$ cat src/rtl/main_mem_arbiter.sv
// Round-robin arbiter sharing one main-memory port between icache and dcache.
// An in-order owner-tag FIFO steers each read response back to its requester.
`ifndef MAIN_MEM_BLOCK_ADDR_WIDTH
`define MAIN_MEM_BLOCK_ADDR_WIDTH 32
`endif
`ifndef MAIN_MEM_BLOCK_DATA_WIDTH
`define MAIN_MEM_BLOCK_DATA_WIDTH 64
`endif

module main_mem_arbiter #(
  parameter int MAX_INFLIGHT     = 4,
  parameter int BLOCK_ADDR_WIDTH = `MAIN_MEM_BLOCK_ADDR_WIDTH,
  parameter int BLOCK_DATA_WIDTH = `MAIN_MEM_BLOCK_DATA_WIDTH
) (
  input  logic                        clk,
  input  logic                        rst,
  input  logic                        ic_req_valid,
  input  logic [BLOCK_ADDR_WIDTH-1:0] ic_req_block_addr,
  output logic                        ic_req_ready,
  output logic                        ic_resp_valid,
  output logic [BLOCK_DATA_WIDTH-1:0] ic_resp_block_data,
  input  logic                        dc_req_valid,
  input  logic                        dc_req_type,
  input  logic [BLOCK_ADDR_WIDTH-1:0] dc_req_block_addr,
  input  logic [BLOCK_DATA_WIDTH-1:0] dc_req_block_data,
  output logic                        dc_req_ready,
  output logic                        dc_resp_valid,
  output logic [BLOCK_DATA_WIDTH-1:0] dc_resp_block_data,
  output logic                        mem_req_valid,
  output logic                        mem_req_type,
  output logic [BLOCK_ADDR_WIDTH-1:0] mem_req_block_addr,
  output logic [BLOCK_DATA_WIDTH-1:0] mem_req_block_data,
  input  logic                        mem_req_ready,
  input  logic                        mem_resp_valid,
  input  logic [BLOCK_DATA_WIDTH-1:0] mem_resp_block_data,
  output logic                        err_unexpected_resp
);
  localparam int PTR_W = $clog2(MAX_INFLIGHT);
  localparam int CNT_W = PTR_W + 1;
  localparam logic [CNT_W-1:0] DEPTH = CNT_W'(MAX_INFLIGHT);

  logic [PTR_W-1:0]            wr_ptr_reg, rd_ptr_reg;
  logic [CNT_W-1:0]            count_reg, count_next;
  logic [MAX_INFLIGHT-1:0]     tag_reg;
  logic                        last_grant_reg;
  logic                        ic_resp_valid_reg, dc_resp_valid_reg;
  logic [BLOCK_DATA_WIDTH-1:0] ic_resp_data_reg, dc_resp_data_reg;
  logic                        err_reg;

  logic full, empty, ic_elig, dc_elig, grant_dc, accept, push, pop, head_owner;

  always_comb begin
    full       = (count_reg == DEPTH);
    empty      = (count_reg == '0);
    ic_elig    = ic_req_valid && !full;
    // Writes never occupy a tag slot, so a full FIFO cannot block them.
    dc_elig    = dc_req_valid && (dc_req_type || !full);
    grant_dc   = dc_elig && (!ic_elig || !last_grant_reg);
    mem_req_valid      = !rst && (ic_elig || dc_elig);
    mem_req_type       = grant_dc && dc_req_type;
    mem_req_block_addr = grant_dc ? dc_req_block_addr : ic_req_block_addr;
    mem_req_block_data = grant_dc ? dc_req_block_data : '0;
    accept       = mem_req_valid && mem_req_ready;
    ic_req_ready = accept && !grant_dc;
    dc_req_ready = accept && grant_dc;
    push       = accept && !mem_req_type;
    pop        = mem_resp_valid && !empty;
    head_owner = tag_reg[rd_ptr_reg];
    count_next = count_reg;
    if (push && !pop)      count_next = count_reg + 1'b1;
    else if (!push && pop) count_next = count_reg - 1'b1;
  end

  // Tag storage needs no reset: entries are only read behind a valid count.
  always_ff @(posedge clk) begin
    if (push) tag_reg[wr_ptr_reg] <= grant_dc;
  end

  always_ff @(posedge clk) begin
    if (rst) begin
      wr_ptr_reg        <= '0;
      rd_ptr_reg        <= '0;
      count_reg         <= '0;
      last_grant_reg    <= 1'b1;
      ic_resp_valid_reg <= 1'b0;
      dc_resp_valid_reg <= 1'b0;
      ic_resp_data_reg  <= '0;
      dc_resp_data_reg  <= '0;
      err_reg           <= 1'b0;
    end else begin
      count_reg         <= count_next;
      ic_resp_valid_reg <= pop && !head_owner;
      dc_resp_valid_reg <= pop && head_owner;
      if (push)   wr_ptr_reg     <= wr_ptr_reg + 1'b1;
      if (pop)    rd_ptr_reg     <= rd_ptr_reg + 1'b1;
      if (accept) last_grant_reg <= grant_dc;
      if (pop && !head_owner) ic_resp_data_reg <= mem_resp_block_data;
      if (pop && head_owner)  dc_resp_data_reg <= mem_resp_block_data;
      if (mem_resp_valid && empty) err_reg <= 1'b1;
    end
  end

  assign ic_resp_valid       = ic_resp_valid_reg;
  assign dc_resp_valid       = dc_resp_valid_reg;
  assign ic_resp_block_data  = ic_resp_data_reg;
  assign dc_resp_block_data  = dc_resp_data_reg;
  assign err_unexpected_resp = err_reg;
endmodule

$ cat config.mk
export PLATFORM = sky130hd
export DESIGN_NAME = main_mem_arbiter
export DESIGN_NICKNAME = d
export VERILOG_FILES = /design/src/rtl/main_mem_arbiter.sv
export SDC_FILE = /design/constraint.sdc
export NUM_CORES = 1
export LEC_CHECK = 0
export ABC_AREA = 1
export CELL_PAD_IN_SITES_DETAIL_PLACEMENT = 2
export CELL_PAD_IN_SITES_GLOBAL_PLACEMENT = 2
export CORE_MARGIN = 3
export CORE_UTILIZATION = 17
export DETAILED_ROUTE_END_ITERATION = 6
export GPL_TIMING_DRIVEN = 0
export PLACE_DENSITY = 0.77
export SLEW_MARGIN = 25
export SYNTH_ARGS = -nofsm -noshare
export SYNTH_HDL_FRONTEND = slang
export SYNTH_SLANG_ARGS = --single-unit
$ cat constraint.sdc
create_clock -name clk -period 3 [get_ports clk]
set_clock_uncertainty 0.1 [all_clocks]
set_input_delay 0.6 -clock clk [delete_from_list [all_inputs] [get_ports clk]]
set_output_delay 0.6 -clock clk [all_outputs]
set_load 0.005 [all_outputs]
Word level (Yosys, flattened, before mapping)
Cells that the tools add are included.

Bits in registers: 143. Bits in latches: 0. Bits in writable memories: 0. ROM bits: 0. Input port bits: 199. Memories: 0.

Add/sub/neg operators: 4. Multiply operators: 0. Divide/modulo/power cells: 0. Magnitude comparators: 3. Equal/unequal tests: 1. Shifts and indexed selects: 0. Multiplexer cells: 9. Bitwise logic cells: 0. Reductions and logical operators: 31.

Operator list (number): two-way mux 64 bit (1); two-way mux 32 bit (1); logical AND 1 bit (16); zero test 1 bit (10); less-than comparator 2 x 3 -> 1 bit (second input constant) (2); two-way mux 3 bit (2); adder 2 x 1 -> 2 bit (second input constant) (2); bitwise mux 4 bit (1); adder 3 x 1 -> 3 bit (second input constant) (1); == test 3 bit (second input constant) (1); zero test 3 bit (1); logical OR 1 bit (3); subtractor 3 x 1 -> 3 bit (second input constant) (1); binary-select mux 1 bit (select 2 bit) (1); demux 1 bit (select 2 bit) (1); greater-or-equal comparator 2 x 1 -> 1 bit (second input constant) (1); two-way mux 1 bit (2); nonzero test 2 bit (1).

Longest topological paths before layout
Depth in word-level cells: 13. Mapped depth: 15. Mapped depth without buffers: 15.

Worst setup path after synthesis
OpenSTA, ideal clock, no wires.

Path kind: input port to flip-flop. Start point: in dc_req_type. End point: reg count_reg[2]. Setup time: 70 ps. Arrival time: 2076 ps. Data required time: 2830 ps. Path slack: 754 ps. Stages: 15. Path buffers: 0. Path through: inv_1 > nand3_1 > nand2_1 > inv_1 > nand3_1 > inv_1 > nor2_2 > ha_1 > inv_1 > fa_1 > nor2_1 > nor2_1 > nand2_1 > o21ai_0 > a21oi_1.

Word-level cells in the longest chain between the ends: 9.

Ends and longest elaborated chain: start, declared (line 23) `input logic dc_req_type,`; logical OR 1 bit (line 57) `dc_elig = dc_req_valid && (dc_req_type || !full);`; logical AND 1 bit (line 57); logical AND 1 bit (line 58) `grant_dc = dc_elig && (!ic_elig || !last_grant_reg);`; logical AND 1 bit * (line 60) `mem_req_type = grant_dc && dc_req_type;`; named net mem_req_type (line 30) `output logic mem_req_type,`; zero test 1 bit * (line 66) `push = accept && !mem_req_type;`; logical AND 1 bit * (line 66); named net push (line 50) `logic full, empty, ic_elig, dc_elig, grant_dc, accept, push, pop, head_owner;`; zero test 1 bit (line 71) `else if (!push && pop) count_next = count_reg - 1'b1;`; logical AND 1 bit (line 71); nonzero test 2 bit (no line); end signal, assigned (line 91) `count_reg <= count_next;`; end, declared (line 43) `logic [CNT_W-1:0] count_reg, count_next;`.

The timed path passes the listed nets; every way through them passes the cells marked *. A chain may end at the register's enable or synchronous reset.

Worst setup path after layout
Start point: in dc_req_type. End point: out mem_req_block_data[0].

Word-level cells in the longest chain between the ends: 4.

Ends and longest elaborated chain: logical OR 1 bit (line 57); logical AND 1 bit (line 57); logical AND 1 bit (line 58); two-way mux 64 bit (line 62) `mem_req_block_data = grant_dc ? dc_req_block_data : '0;`; end, declared (line 32) `output logic [BLOCK_DATA_WIDTH-1:0] mem_req_block_data,`.

No other way between the ends.

==> impl_metrics.tcl <==
set metrics [dict create \
    worst_setup_path_end_kind "primary output" \
    rr_startpoint "count_reg[0]" \
    dp_cells 1715 \
    drive_above_1_share_pct 7.85 \
    ant_nets 0 \
    vias_per_cell 4.24 \
    h-tree-depth 4 \
    holdBufCountCts 0 \
    syn_nets 1036 \
    start_util_pct 17.3 \
    dieHeight_um 194 \
    cts_tree "done" \
    path_cells "clkdlybuf4s50_1 -> inv_1 -> nand3_1 -> nand2_1 -> inv_2 -> nand2_8 -> clkbuf_4 -> nor2_1 -> clkdlybuf4s50_1" \
    r2r_slack_ps 400 \
    fillerInstances 4018 \
    cts.sinks 143 \
    outcome "finished, violations left" \
    routed_wl_mm 33.7 \
    cts_inserted_buffers 17 \
    grt_pass1_wl_mm 49.5 \
    yosysWarnings 0 \
    whs_path_depth 2 \
    swShare_pct 32.6 \
    max_stage_delay_ps 540 \
    first_iter_violations 222 \
    max_freq_mhz 326 \
    clkPwrFrac_pct 27.9 \
    hpwlAfterDp_mm 26.8 \
    core_um2 34800 \
    worstHoldStart "err_unexpected_resp" \
    worst_ep_required_time_ps 2300 \
    io_pins 430 \
    period_minus_slack_ps 3060 \
    area_delta_synth_final_pct 96.3 \
    rsz0062_at_grt "true" \
    grt.overflow.total 0 \
    setup_ws_ps -64.3 \
    worst_setup_path_start_kind "primary input" \
    grt_pass1_vias 8182 \
    setup_viol 8 \
    combPwrFrac_pct 41.1 \
    ys_types 21 \
    pwr-share-seq_pct 31.0 \
    place_area_um2 10900 \
    clk_latency_ps 420 \
    fin_nets 1491 \
    slew_violations 0 \
    synth_top_area_share_pct 46.1 \
    critical-path-slowest-cell "clkdlybuf4s50_1" \
    fp.dieW_um 194 \
    syn_area_per_cell_um2 7.26 \
    whs_endpoint "err_unexpected_resp" \
    p_int_mw 6.24 \
    post-route-drc-count 0 \
    synth_top_cell_by_area "dfxtp_1" \
    die-area_um2 37800 \
    critPathKind "in -> out" \
    hold_violations 0 \
    cp.arrival_ps 2360 \
    startpoint "dc_req_type" \
    netlist_area_um2 6030 \
    netlist_top_cells_area "dfxtp_1, a21oi_1, inv_1" \
    syn_inst 831 \
    worst_slew_pin_slew_ps 608 \
    p_sw_mw 3.02 \
    clk_pin_slew_ps 60 \
    antenna_found_initial 2 \
    hold_class "reg -> reg" \
    r2r.worst_path.cells 16 \
    finalNonFillerCells 1756 \
    cts_buffer_depth 2 \
    p_per_area_nw_per_um2 781 \
    vias 7447 \
    path_max_fanout 10 \
    r2r_end "count_reg[2]" \
    grt_max_degree 17 \
    final_area_um2 11800 \
    violations "setup timing" \
    rows 68 \
    firstDrtPassIters 4 \
    period_share_pct 102 \
    slew_headroom_pct 59.4 \
    synth-seq-area-share_pct 48.1 \
    leakage_nw 5.77 \
    ys_ff_latch 143 \
    track_usage_pct 17.0 \
    cpMostUsedCell "clkdlybuf4s50_1" \
    place.gp.congestion 0.785 \
    port-buffer-count 429 \
    ir_worst_vdd_v 0.000415 \
    clockRootBuffer "clkbuf_16" \
    cap_violations 0 \
    wl_per_cell_um 19.2 \
]
==> power groups by stage <==
stage	Combinational, mW	Clock [mW]	Sequential [mW]
after detailed placement	3.83	0	2.89
after global routing	4.15	2.72	2.95
final	3.80	2.58	2.87
after floorplan	1.32	0	2.87
after CTS	3.86	2.64	2.87
after global placement	3.73	0	2.87
==> layout make-up <==
type	count	area, um2	area share (%)
flip-flops and latches	143	2900	24.5
diodes	2	5.00	0.0423
repair buffers	436	4390	37.1
clock buffers	23	489	4.13
clock inverters	9	224	1.89
multi-input cells	481	2300	19.4
plain buffers	56	382	3.22
inverters	151	579	4.89
well taps	455	569	4.81
==> routing by layer <==
layer / wire length [um] / up-vias / track usage (%) / part of all wire [%]
met4: 917 / 0 / 5.88 / 2.7
met5: 0 / - / 0 / 0
li1: - / 3517 / - / -
met2: 18500 / 288 / 33.6 / 55
met3: 2190 / 37 / 4.58 / 6.5
met1: 12100 / 3605 / 17.0 / 36
==> repair_timing <==
item,in CTS,in global routing
cloned,0,1
setup buffers,3,3
pin swaps,0,0
setup endpoints to repair,99,47
resized for setup,83,50
==> per-stage QoR <==
| stage | setup TNS (ps) | hold WS, ps | setup slack [ps] | power (mW) | util [%] |
|---|---|---|---|---|---|
| after floorplan | 0 | 341 | 754 | 4.19 | - |
| after global placement | -20260 | 343 | -375 | 6.59 | 31.3 |
| after detailed placement | -26920 | 348 | -439 | 6.72 | 31.3 |
| after CTS | -3300 | 357 | -128 | 9.38 | 33.5 |
| after global routing | -1150 | 377 | -145 | 9.82 | 34.0 |
| final | -229 | 350 | -64.3 | 9.25 | 34.0 |
==> placed cells by master, fill, tap and decap left out <==
cell               n
clkbuf_1          17
clkdlybuf4s50_1  339
xor2_1             1
buf_6              9
nor3_1             2
dfxtp_1          138
nand2_8            1
ha_1               5
nand3_2            1
inv_1            146
edfxtp_1           4
nand2_2            2
nor2_1            73
buf_8              4
diode_2            2
clkinv_2           1
nor2_4             3
clkbuf_4           1
nand3_1           10
buf_2             19
o21ai_1           75
nand2_1          113
bufinv_16          7
inv_6              1
clkinv_8           1
fa_1               1
o21ai_0           56
inv_2              4
a21oi_2            6
clkbuf_16         19
dlymetal6s2s_1    37
clkbuf_2           1
dfxtp_2            1
dlygate4sd2_1     53
clkbuf_8           2
a21oi_1          127
buf_4             14
nor2_2             5
==> cells by family (layout without fill, tap and decap cells) <==
family                   Yosys count  in the layout  synth area share [%]
AO/OA/AOI/OAI                    264            264                  22.3
XOR/XNOR                           1              1                 0.145
adder cells (fa/ha/maj)            6              6                  1.37
buffers and inverters            207            675                  14.5
flip-flops                       143            143                  48.1
other                              0              2                     0
AND/OR/NAND/NOR                  210            210                  13.6
==> Yosys cell counts <==
| master | count |
|---|---|
| buf_4 | 2 |
| nand2_2 | 3 |
| nor2_1 | 78 |
| o21ai_0 | 56 |
| nand3_1 | 11 |
| a21oi_1 | 127 |
| clkbuf_1 | 16 |
| edfxtp_1 | 4 |
| fa_1 | 1 |
| nand2_1 | 113 |
| nor2_2 | 3 |
| o21ai_1 | 75 |
| dfxtp_1 | 139 |
| buf_2 | 31 |
| ha_1 | 5 |
| inv_2 | 4 |
| inv_1 | 147 |
| buf_6 | 7 |
| a21oi_2 | 6 |
| nor3_1 | 2 |
| xor2_1 | 1 |
==> worst max-delay path: cells and delay by family <==
family,cells,cell delay [ps]
buf+inv,5,1390
simple gates,4,370
==> worst max path at each step <==
stage | to | slack [ps] | cells after the start
2_1_floorplan | count_reg[2] | 750 | 15
3_3_place_gp | dc_req_ready | -380 | 8
3_5_place_dp | mem_req_block_addr[25] | -440 | 11
4_1_cts | mem_req_block_data[39] | -130 | 10
5_1_grt | mem_req_block_addr[17] | -150 | 10
6_report | mem_req_block_data[0] | -60 | 9
(Power assumes the default switching activity.)
